### config.mk
export PLATFORM = sky130hd
export DESIGN_NAME = seg_scan_ctrl
export DESIGN_NICKNAME = d
export VERILOG_FILES = /design/src/rtl/seg_pkg.sv /design/src/rtl/bcd_to_seg.sv /design/src/rtl/seg_scan_ctrl.sv
export SDC_FILE = /design/constraint.sdc
export NUM_CORES = 1
export LEC_CHECK = 0
export ABC_AREA = 1
export CORE_UTILIZATION = 50
export CTS_BUF_LIST = sky130_fd_sc_hd__clkbuf_8
export DETAILED_ROUTE_END_ITERATION = 10
export GPL_ROUTABILITY_DRIVEN = 0
export GPL_TIMING_DRIVEN = 0
export HOLD_SLACK_MARGIN = 0.15
export PLACE_DENSITY = 0.74
export SYNTH_ARGS = -nofsm -noshare
export SYNTH_HDL_FRONTEND = slang
export SYNTH_SLANG_ARGS = --single-unit
### constraint.sdc
create_clock -name clk -period 4.1 [get_ports clk]
set_input_delay 0.82 -clock clk [delete_from_list [all_inputs] [get_ports clk]]
set_output_delay 0.82 -clock clk [all_outputs]
set_load 0.1 [all_outputs]
### src/rtl/seg_pkg.sv
// Shared constants and types for the multiplexed 7-segment scan controller.
// Segment order is {a,b,c,d,e,f,g}, active-high.
package seg_pkg;

    localparam int unsigned MAX_DIGITS = 8;

    localparam logic [6:0] SEG_0     = 7'b1111110;
    localparam logic [6:0] SEG_1     = 7'b0110000;
    localparam logic [6:0] SEG_2     = 7'b1101101;
    localparam logic [6:0] SEG_3     = 7'b1111001;
    localparam logic [6:0] SEG_4     = 7'b0110011;
    localparam logic [6:0] SEG_5     = 7'b1011011;
    localparam logic [6:0] SEG_6     = 7'b1011111;
    localparam logic [6:0] SEG_7     = 7'b1110000;
    localparam logic [6:0] SEG_8     = 7'b1111111;
    localparam logic [6:0] SEG_9     = 7'b1111011;
    localparam logic [6:0] SEG_BLANK = 7'b0000000;

    typedef enum logic {
        BLANK,
        DRIVE
    } scan_state_e;

endpackage

### src/rtl/bcd_to_seg.sv
// Combinational BCD to 7-segment decoder; non-BCD codes decode to blank.
module bcd_to_seg
    import seg_pkg::*;
(
    input  logic [3:0] bcd,
    output logic [6:0] seg
);

    always_comb begin
        seg = SEG_BLANK;
        case (bcd)
            4'd0:    seg = SEG_0;
            4'd1:    seg = SEG_1;
            4'd2:    seg = SEG_2;
            4'd3:    seg = SEG_3;
            4'd4:    seg = SEG_4;
            4'd5:    seg = SEG_5;
            4'd6:    seg = SEG_6;
            4'd7:    seg = SEG_7;
            4'd8:    seg = SEG_8;
            4'd9:    seg = SEG_9;
            default: seg = SEG_BLANK;
        endcase
    end

endmodule

### src/rtl/seg_scan_ctrl.sv
// Multiplexed scan controller for a common-anode 7-segment display with a
// blank interval before each digit and a frame-boundary load handshake.
module seg_scan_ctrl
    import seg_pkg::*;
#(
    parameter int unsigned NUM_DIGITS   = 8,
    parameter int unsigned DWELL_CYCLES = 50000,
    parameter int unsigned BLANK_CYCLES = 4
) (
    input  logic                    clk,
    input  logic                    reset,
    input  logic [4*MAX_DIGITS-1:0] digits,
    input  logic [MAX_DIGITS-1:0]   digit_en,
    input  logic                    load_req,
    output logic                    load_ack,
    output logic [6:0]              seg,
    output logic [MAX_DIGITS-1:0]   an,
    output logic                    frame_done
);

    localparam int unsigned CntMax = (DWELL_CYCLES > BLANK_CYCLES) ? DWELL_CYCLES : BLANK_CYCLES;
    localparam int unsigned CntW   = (CntMax > 1) ? $clog2(CntMax) : 1;

    localparam logic [CntW-1:0]       DwellLast = CntW'(DWELL_CYCLES - 1);
    localparam logic [CntW-1:0]       BlankLast = CntW'(BLANK_CYCLES - 1);
    localparam logic [2:0]            LastIdx   = 3'(NUM_DIGITS - 1);
    localparam logic [MAX_DIGITS-1:0] AnOff     = '1;
    localparam logic [MAX_DIGITS-1:0] AnBit0    = MAX_DIGITS'(1);

    scan_state_e             state_q, state_d;
    logic [CntW-1:0]         cnt_q, cnt_d;
    logic [2:0]              idx_q, idx_d;
    logic [4*MAX_DIGITS-1:0] shadow_q, shadow_d;
    logic [MAX_DIGITS-1:0]   an_q, an_d;
    logic [6:0]              seg_q, seg_d;
    logic                    load_ack_q, frame_done_q;
    logic                    boundary;
    logic                    do_load;
    logic [3:0]              nibble;
    logic [6:0]              dec_seg;

    always_comb begin
        state_d  = state_q;
        cnt_d    = cnt_q + CntW'(1);
        idx_d    = idx_q;
        boundary = 1'b0;
        unique case (state_q)
            BLANK: begin
                if (cnt_q == BlankLast) begin
                    state_d = DRIVE;
                    cnt_d   = '0;
                end
            end
            DRIVE: begin
                if (cnt_q == DwellLast) begin
                    state_d = BLANK;
                    cnt_d   = '0;
                    if (idx_q == LastIdx) begin
                        idx_d    = '0;
                        boundary = 1'b1;
                    end else begin
                        idx_d = idx_q + 3'd1;
                    end
                end
            end
            default: ;
        endcase
    end

    assign do_load  = boundary & load_req;
    assign shadow_d = do_load ? digits : shadow_q;

    // Outputs are computed from next state so they are valid on the first clock of each state.
    assign nibble = shadow_d[{idx_d, 2'b00} +: 4];

    bcd_to_seg u_dec (
        .bcd (nibble),
        .seg (dec_seg)
    );

    always_comb begin
        an_d  = AnOff;
        seg_d = SEG_BLANK;
        if (state_d == DRIVE) begin
            seg_d = dec_seg;
            if (digit_en[idx_d]) begin
                an_d = ~(AnBit0 << idx_d);
            end
        end
    end

    always_ff @(posedge clk or negedge reset) begin
        if (!reset) begin
            state_q      <= BLANK;
            cnt_q        <= '0;
            idx_q        <= '0;
            shadow_q     <= '0;
            an_q         <= AnOff;
            seg_q        <= SEG_BLANK;
            load_ack_q   <= 1'b0;
            frame_done_q <= 1'b0;
        end else begin
            state_q      <= state_d;
            cnt_q        <= cnt_d;
            idx_q        <= idx_d;
            shadow_q     <= shadow_d;
            an_q         <= an_d;
            seg_q        <= seg_d;
            load_ack_q   <= do_load;
            frame_done_q <= boundary;
        end
    end

    assign an         = an_q;
    assign seg        = seg_q;
    assign load_ack   = load_ack_q;
    assign frame_done = frame_done_q;

endmodule

==> results.sh, run 1 <==
export IMPL_max_cap_violations=0
export IMPL_cts_sinks=69
export IMPL_ant_nets=0
export IMPL_port_buffers=58
export IMPL_holdBufCountCts=0
export IMPL_fin_nets=638
export IMPL_synth_warnings=0
export IMPL_grtUsageTotal_pct=22.7
export IMPL_p_sw_share_pct=21.5
export IMPL_rows=32
export IMPL_rrSetupSlack_ns=1.25
export IMPL_power_internal_w=0.00110
export IMPL_grt_pass1_wl_mm=15.1
export IMPL_cts_inserted_buffers=9
export IMPL_vias=3491
export IMPL_drive_above_1_share_pct=21.5
export IMPL_crit_chain="ha_1, ha_1, nand2_1, inv_2, nand4_4, buf_2, o21ai_0, nor2_1, nor2_1, nand3_1, nand2_1, inv_1, ha_1, inv_1, nand3_1, nand2_1, nor2_1, nor2_2"
export IMPL_cts_setup_buffers=0
export IMPL_status="finished, final reports clean"
export IMPL_worst_path_buf_inv=4
export IMPL_slowest_stage="dfrtp_1"
export IMPL_r2r_cells=18
export IMPL_dieArea_sq_um=8670
export IMPL_start_util_pct=52.6
export IMPL_area_growth_pct=22.6
export IMPL_period_share_pct=69.5
export IMPL_path_class="flip-flop to flip-flop"
export IMPL_leakage_nw=2.60
export IMPL_min_path_cells=1
export IMPL_synth_nets=569
export IMPL_final_util_pct=64.5
export IMPL_power_density_nw_per_um2=274
export IMPL_synth_yosys_seq_area_share_pct=41.8
export IMPL_ys_top_cells_by_area="dfrtp_1 (37%), nand2_1 (11%), inv_1 (7.3%)"
export IMPL_max_clock_path_buffers=2
export IMPL_synth_area_sq_um=4150
export IMPL_dp_hpwl_mm=6.73
export IMPL_ys_types=45
export IMPL_finalHoldViolCount=0
export IMPL_final_min_clock_period_ns=2.85
export IMPL_crit_fanout=10
export IMPL_combPwrFrac_pct=4.9
export IMPL_holdCritStartpoint="cnt_q[0]"
export IMPL_path_clk_slew_ns=0.07
export IMPL_max_stage_delay_ns=0.43
export IMPL_finalSetupViolations=0
export IMPL_grt_antenna_before_repair=0
export IMPL_die_height_microns=93.1
export IMPL_netSwitchingPower_w=0.000300
export IMPL_cts_resized=0
export IMPL_antenna_cells=0
export IMPL_required_ns=4.38
export IMPL_synth_seq_cells=69
export IMPL_core_sq_um=7890
export IMPL_clk_latency_ns=0.35
export IMPL_cts_tree="built"
export IMPL_final_cell_mix="nand2_1 (119), inv_1 (81), dfrtp_1 (61)"
export IMPL_startpoint_type="flip-flop"
export IMPL_grt_pass1_vias=3287
export IMPL_rr_endpoint="seg[0]"
export IMPL_die_w_microns=93.1
export IMPL_drtIter0Drc=159
export IMPL_wl_per_cell_microns=12.9
export IMPL_worstReg2RegStart="idx_q[0]"
export IMPL_ir_drop_mv=0.163
export IMPL_dr_pass1_iters=5
export IMPL_vias_per_cell=5.03
export IMPL_tightest_slew_ns=0.982
export IMPL_synthCells=518
export IMPL_drcViolationCount=0
export IMPL_critical_path_top_delay_family="simple AND/OR/NAND/NOR gates"
export IMPL_rsz0062_at_grt="no"
export IMPL_fin_skew_ns=0.00638
export IMPL_ios=60
export IMPL_fillers=693
export IMPL_root_buffer="clkbuf_8"
export IMPL_worstHoldEndpoint="cnt_q[0]"
export IMPL_htreeDepth=3
export IMPL_synth_top_area_share_pct=36.8
export IMPL_arrival_ns=3.13
export IMPL_worst_slew_margin_rel_pct=34.3
export IMPL_hold_path_class="flip-flop to flip-flop"
export IMPL_grt_max_degree=70
export IMPL_final_common_cell="nand2_1"
export IMPL_avgSynthCellArea_sq_um=8.01
export IMPL_yosysTopAreaCell="dfrtp_1"
export IMPL_finalWirelength_mm=8.95
export IMPL_end_kind="flip-flop"
export IMPL_totalPowerFinal_w=0.00140
export IMPL_grt_ovfl_total=0
export IMPL_slew_viol_final=0
export IMPL_power_frac_seq_pct=48.8
export IMPL_clkPwrFrac_pct=46.3
export IMPL_max_freq_mhz=351
-- logic make-up after synthesis --
kind of cell	count (synthesis)	share of synthesized area, %
buf+inv	101	10.5
flops	69	41.8
fa+ha+maj	8	2.41
xor+xnor	3	0.633
compound gates	23	3.74
simple gates	314	40.9
-- metrics by stage --
stage	setup TNS (ns)	std cells	cell area [sq um]	hold slack, ns	worst slack [ns]
5_1_grt	0	694	5090	0.499	0.987
2_1_floorplan	0	518	4150	0.433	1.67
3_5_place_dp	0	678	4860	0.455	1.23
6_report	0	694	5090	0.468	1.25
4_1_cts	0	694	5090	0.466	1.22
3_3_place_gp	-9.25	678	4860	0.448	-0.158
-- how the worst max path moves through the flow --
| stage | to | slack (ns) | depth (start not counted) | startpoint |
|---|---|---|---|---|
| floorplan | seg[0] | 1.67 | 15 | load_req |
| global placement | load_ack | -0.16 | 1 | reset |
| detailed placement | seg[0] | 1.23 | 15 | load_req |
| CTS | seg[0] | 1.22 | 18 | idx_q[0] |
| global route | seg[0] | 0.99 | 18 | idx_q[0] |
| finish | seg[0] | 1.25 | 18 | idx_q[0] |
-- metal layers --
layer	vias to the layer above	GRT usage (%)	share of wire, %
met5	-	0	0
met4	0	9.49	1.9
met3	14	3.50	4.5
met2	101	36.1	46
met1	1640	31.0	47
li1	1736	-	-
-- cell type report --
type                            count  area, sq um  area share (%)
Multi-Input combinational cell    348         1980            38.9
Sequential cell                    69         1740            34.1
Timing Repair Buffer               58          578            11.4
Inverter                           92          362            7.11
Clock buffer                       11          151            2.98
Tap cell                          102          128            2.51
Clock inverter                      5         81.3            1.60
Buffer                              9         73.8            1.45
-- power by group through the flow --
stage	logic [W]	registers [W]	clock network (W)
6_report	0.0000685	0.000681	0.000646
5_1_grt	0.0000750	0.000681	0.000700
4_1_cts	0.0000698	0.000681	0.000661
3_5_place_dp	0.0000695	0.000694	0
3_3_place_gp	0.0000697	0.000695	0
2_1_floorplan	0.00000832	0.000699	0
-- synth_stat cells, drive strengths merged --
library cell,count
a21oi,5
a31oi,1
and2,1
buf,8
clkbuf,1
clkinv,5
dfrtp,61
dfstp,8
ha,8
inv,87
nand2,153
nand3,36
nand4,20
nor2,86
nor3,7
nor4,3
o2111a,1
o21a,1
o21ai,14
o22ai,1
or2,8
xnor2,2
xor2,1
-- registers in the layout, indices dropped and copies added, names as in the netlist --
| signal | flops |
|---|---|
| an | 8 |
| load_ack | 1 |
| frame_done | 1 |
| shadow_q | 32 |
| seg | 7 |
| state_q | 1 |
| cnt_q | 16 |
| idx_q | 3 |
Power figures use the tool's default switching activity.
==> run 2: changes to the inputs <==
- PLACE_DENSITY: 0.74 -> 0.77
- clock period: 4.1 -> 2.5 ns (I/O delays scaled with it)
==> run 2 against run 1 <==
Largest power group is now clock. Register-to-register slack got worse by 1.3 ns. The flow now finishes with violations (setup timing). Count of clock-buffer cells in the layout decreased by 2. Sequential power increased by 64%. Setup slack got worse by 1.3 ns. Total power increased by 77%.
==> results.sh, run 2 (same netlist as run 1, synthesis figures left out) <==
export IMPL_place_area_sq_um=4860
export IMPL_start_util_pct=52.6
export IMPL_power_frac_seq_pct=45.2
export IMPL_antenna_cells=0
export IMPL_slew_viol_final=0
export IMPL_ios=60
export IMPL_end_kind="flip-flop"
export IMPL_cts_inserted_buffers=9
export IMPL_combPwrFrac_pct=4.6
export IMPL_fin_ws_ns=-0.0295
export IMPL_period_share_pct=101
export IMPL_leakage_nw=2.87
export IMPL_path_class="flip-flop to flip-flop"
export IMPL_core_sq_um=7890
export IMPL_fin_area_sq_um=5770
export IMPL_dp_hpwl_mm=6.78
export IMPL_power_internal_w=0.00195
export IMPL_required_ns=2.79
export IMPL_ant_nets=0
export IMPL_wl_per_cell_microns=14.7
export IMPL_cts_sinks=69
export IMPL_rsz0062_at_grt="yes"
export IMPL_max_clock_path_buffers=2
export IMPL_rr_endpoint="seg[0]"
export IMPL_htreeDepth=3
export IMPL_netSwitchingPower_w=0.000520
export IMPL_violations="setup timing"
export IMPL_fillers=546
export IMPL_max_cap_violations=0
export IMPL_grt_pass1_vias=3440
export IMPL_grt_antenna_before_repair=0
export IMPL_grtUsageTotal_pct=23.7
export IMPL_port_buffers=58
export IMPL_vias=3807
export IMPL_r2r_cells=18
export IMPL_max_stage_delay_ns=0.39
export IMPL_worst_slew_margin_rel_pct=34.5
export IMPL_final_util_pct=73.2
export IMPL_hold_ws_ns=0.255
export IMPL_fin_skew_ns=0.0129
export IMPL_vias_per_cell=5.14
export IMPL_clk_latency_ns=0.35
export IMPL_slowest_stage="dfrtp_1"
export IMPL_grt_ovfl_total=0
export IMPL_rrSetupSlack_ns=-0.03
export IMPL_p_sw_share_pct=21.1
export IMPL_final_common_cell="nand2_1"
export IMPL_startpoint_type="flip-flop"
export IMPL_top_layer="met4"
export IMPL_cts_tree="built"
export IMPL_grt_max_degree=70
export IMPL_worstReg2RegStart="idx_q[0]"
export IMPL_hold_path_class="input port to async pin"
export IMPL_largest_register_ffs=32
export IMPL_die_height_microns=93.1
export IMPL_wl_met1_mm=4.42
export IMPL_path_clk_slew_ns=0.09
export IMPL_route_met2_wl_mm=5.42
export IMPL_finalWirelength_mm=10.9
export IMPL_drcViolationCount=0
export IMPL_root_buffer="clkbuf_8"
export IMPL_crit_fanout=6
export IMPL_final_min_clock_period_ns=2.53
export IMPL_power_density_nw_per_um2=428
export IMPL_wl_met3_microns=818
export IMPL_holdBufCountCts=0
export IMPL_drive_above_1_share_pct=35.5
export IMPL_tightest_slew_ns=0.979
export IMPL_ir_drop_mv=0.324
export IMPL_dr_pass1_iters=5
export IMPL_fin_nets=685
export IMPL_die_w_microns=93.1
export IMPL_rows=32
export IMPL_finalHoldViolCount=0
export IMPL_status="finished with violations"
export IMPL_drtIter0Drc=195
export IMPL_max_freq_mhz=395
export IMPL_area_growth_pct=39.0
export IMPL_final_cell_mix="nand2_1 (105), inv_1 (76), dfrtp_1 (58)"
export IMPL_clkPwrFrac_pct=50.2
export IMPL_crit_chain="ha_2, ha_4, nand2_4, inv_6, nand4_4, buf_6, o21ai_2, nor2_1, nor2_1, nand3_2, nand2_4, inv_4, ha_4, inv_2, nand3_2, nand2_2, nor2_2, nor2_2"
export IMPL_arrival_ns=2.82
export IMPL_regMostFlops="shadow_q"
export IMPL_grt_pass1_wl_mm=16.0
export IMPL_finalSetupViolations=5
export IMPL_dieArea_sq_um=8670
run 2: changes by cell type in the layout (fill, tap and decap cells not counted), sizes merged:
cell / before / now
inv: 88 / 90
dlygate4sd2: 0 / 4
clkbuf: 12 / 10
buf: 9 / 56
dlymetal6s2s: 0 / 4
clkinv: 6 / 5
clkdlybuf4s50: 57 / 49
bufinv: 2 / 4
clkinvlp: 1 / 0
run 2: worst max-delay path by stage:
| stage | depth (start not counted) | slack, ns | to | from |
|---|---|---|---|---|
| global route | 18 | -0.16 | seg[0] | idx_q[0] |
| CTS | 18 | 0.0002 | seg[3] | cnt_q[13] |
| global placement | 1 | -1.39 | load_ack | reset |
| floorplan | 19 | 0.13 | seg[0] | idx_q[0] |
| finish | 18 | -0.03 | seg[0] | idx_q[0] |
| detailed placement | 18 | -0.29 | seg[0] | idx_q[0] |
run 2: metal layers:
metal	global-route usage [%]	vias up
li1	-	1832
met1	32.8	1796
met2	38.5	159
met3	3.90	20
met4	6.41	0
met5	0	-
run 2: worst max-delay path: cells and delay by family, from the launching register on:
kind | cells | cell delay, ns
simple gates | 10 | 0.98
fa+ha+maj | 3 | 0.54
flops | 1 | 0.39
buf+inv | 4 | 0.38
compound gates | 1 | 0.16
run 2: cell type report:
cell class | count | area [sq um] | share of cell area (%)
plain buffers | 9 | 83.8 | 1.45
clock buffers | 9 | 124 | 2.15
clock inverters | 7 | 146 | 2.54
inverters | 92 | 373 | 6.46
multi-input cells | 348 | 2240 | 38.7
flip-flops and latches | 69 | 1740 | 30.2
well taps | 102 | 128 | 2.21
repair buffers | 105 | 940 | 16.3
run 2: timing repair:
item,4_1_cts,5_1_grt
resized for setup,16,74
buffers inserted,10,35
pin swaps,5,38
cloned,1,1
endpoints found under the setup margin,11,17
run 2: power groups by stage:
| stage | combinational (W) | clock [W] | sequential, W |
|---|---|---|---|
| global route | 0.000124 | 0.00130 | 0.00112 |
| detailed placement | 0.000114 | 0 | 0.00114 |
| global placement | 0.000114 | 0 | 0.00114 |
| finish | 0.000114 | 0.00124 | 0.00112 |
| CTS | 0.000115 | 0.00124 | 0.00112 |
| floorplan | 0.0000136 | 0 | 0.00115 |
run 2: per-stage QoR:
stage               setup slack (ns)  TNS, ns  std cells  power (W)
floorplan                      0.127        0        518    0.00116
global placement               -1.39   -90.72        678    0.00125
detailed placement            -0.292    -1.46        678    0.00125
CTS                         0.000249        0        705    0.00248
global route                  -0.164   -0.998        741    0.00255
finish                       -0.0295   -0.101        741    0.00247
==> run 3: changes to the inputs <==
- TNS_END_PERCENT: unset -> 10
==> run 3 against run 2 <==
The run still ends with setup timing left. Sequential power hardly changed. Critical path depth stayed put. Design area is 0.35% lower. Sequential cell count stayed put. Clock power hardly changed. Utilization is 0.25 points lower. Clock skew hardly changed. Via count is 0.47% lower. Worst hold slack better by 0.0063 ns. Register-to-register slack worse by 0.04 ns. Critical path type unchanged. Largest cell class unchanged.
==> results.sh, run 3 (same netlist as run 1, synthesis figures left out) <==
export IMPL_status="finished with violations"
export IMPL_violations="setup timing"
export IMPL_power_density_nw_per_um2=430
export IMPL_r2r_cells=18
export IMPL_finalHoldViolCount=0
export IMPL_max_clock_path_buffers=2
export IMPL_required_ns=2.78
export IMPL_finalNonFillerCells=739
export IMPL_hold_path_class="input port to async pin"
export IMPL_tightest_slew_ns=0.984
export IMPL_grt_antenna_before_repair=0
export IMPL_die_height_microns=93.1
export IMPL_place_ws_ns=-0.292
export IMPL_wl_per_cell_microns=14.7
export IMPL_vias_per_cell=5.13
export IMPL_ios=60
export IMPL_dieArea_sq_um=8670
export IMPL_max_cap_violations=0
export IMPL_cts_tree="built"
export IMPL_totalPowerFinal_w=0.00247
export IMPL_antenna_cells=0
export IMPL_start_util_pct=52.6
export IMPL_dr_pass1_iters=5
export IMPL_fin_area_sq_um=5750
export IMPL_final_min_clock_period_ns=2.57
export IMPL_grt_ovfl_total=0
export IMPL_grt_pass1_wl_mm=16.0
export IMPL_finalWirelength_mm=10.8
export IMPL_drtIter0Drc=238
export IMPL_grtUsageTotal_pct=23.7
export IMPL_dp_cells=678
export IMPL_final_common_cell="nand2_1"
export IMPL_fillers=556
export IMPL_crit_fanout=6
export IMPL_core_sq_um=7890
export IMPL_drive_above_1_share_pct=34.9
export IMPL_leakage_nw=2.86
export IMPL_cts_inserted_buffers=9
export IMPL_fin_skew_ns=0.0128
export IMPL_regMostFlops="shadow_q"
export IMPL_final_seq_area_sq_um=1740
export IMPL_cts_sinks=69
export IMPL_path_clk_slew_ns=0.09
export IMPL_root_buffer="clkbuf_8"
export IMPL_drcViolationCount=0
export IMPL_end_kind="flip-flop"
export IMPL_clk_latency_ns=0.35
export IMPL_arrival_ns=2.86
export IMPL_vias=3789
export IMPL_startpoint_type="flip-flop"
export IMPL_largest_register_ffs=32
export IMPL_slew_viol_final=0
export IMPL_fin_nets=683
export IMPL_htreeDepth=3
export IMPL_dp_hpwl_mm=6.78
export IMPL_period_share_pct=103
export IMPL_multi_input_area_sq_um=2230
export IMPL_die_w_microns=93.1
export IMPL_place_area_sq_um=4860
export IMPL_final_cell_mix="nand2_1 (106), inv_1 (77), dfrtp_1 (58)"
export IMPL_rsz0062_at_grt="yes"
export IMPL_max_freq_mhz=389
export IMPL_fin_ws_ns=-0.0724
export IMPL_ant_nets=0
export IMPL_worst_slew_margin_rel_pct=34.2
export IMPL_port_buffers=58
export IMPL_grt_max_degree=70
export IMPL_finalSetupViolations=5
export IMPL_path_class="flip-flop to flip-flop"
export IMPL_holdBufCountCts=0
export IMPL_ir_drop_mv=0.325
export IMPL_grt_pass1_vias=3440
export IMPL_rows=32
export IMPL_area_growth_pct=38.6
-- run 3: what timing repair did --
item                                    4_1_cts  5_1_grt
hold endpoints to repair                      0        0
buffers inserted                             10       33
pin swaps                                     5       34
cloned                                        1        1
gates resized for setup                      16       71
endpoints found under the setup margin       11       17
-- run 3: power breakdown --
| part | total, W | switching, W | leakage, nW | internal (W) |
|---|---|---|---|---|
| Clock | 0.00124 | 0.000470 | 0.134 | 0.000771 |
| Sequential | 0.00112 | 0.000000228 | 0.797 | 0.00112 |
| Combinational | 0.000114 | 0.0000519 | 1.93 | 0.0000620 |
| Total | 0.00247 | 0.000522 | 2.86 | 0.00195 |
-- run 3: final cells by class --
cell class                 count  share of cell area (%)
buffer                         9                    1.46
tap                          102                    2.22
inverter                      92                    6.48
timing repair buffer         103                    16.1
multi-input combinational    348                    38.8
sequential                    69                    30.3
clock inverter                 7                    2.55
clock buffer                   9                    2.15
-- run 3: worst max-delay path: stages (launching register included) --
cell and delay (ns):
dfrtp_1 0.40, ha_2 0.23, ha_4 0.16, nand2_4 0.07
inv_6 0.08, nand4_4 0.15, buf_6 0.19, o21ai_2 0.16
nor2_1 0.06, nor2_1 0.15, nand3_2 0.11, nand2_4 0.16
inv_4 0.07, ha_4 0.15, inv_2 0.05, nand3_2 0.08
nand2_2 0.11, nor2_2 0.05, nor2_2 0.08
-- run 3: path summary, 6_finish.rpt --
| kind | end | start | slack (ns) |
|---|---|---|---|
| max reg2reg | seg[0] | idx_q[0] | -0.07 |
| max in group asynchronous | cnt_q[8] | reset | 1.65 |
| min reg2reg | shadow_q[0] | shadow_q[0] | 0.49 |
| min in group clk | shadow_q[0] | shadow_q[0] | 0.49 |
| min | cnt_q[11] | reset | 0.26 |
| max | seg[0] | idx_q[0] | -0.07 |
-- run 3: stage by stage --
step                setup TNS [ns]  util (%)  hold slack [ns]
CTS                              0      66.4            0.290
floorplan                        0         -            0.204
global placement            -90.72      61.6            0.449
global route                 -1.16      72.9            0.334
detailed placement           -1.46      61.6            0.465
finish                      -0.199      72.9            0.261
-- run 3: routing by layer --
metal  GRT usage (%)  share of wire [%]
met2            38.5                 50
met4            6.41                2.0
met3            3.90                5.0
met1            32.8                 43
met5               0                  0
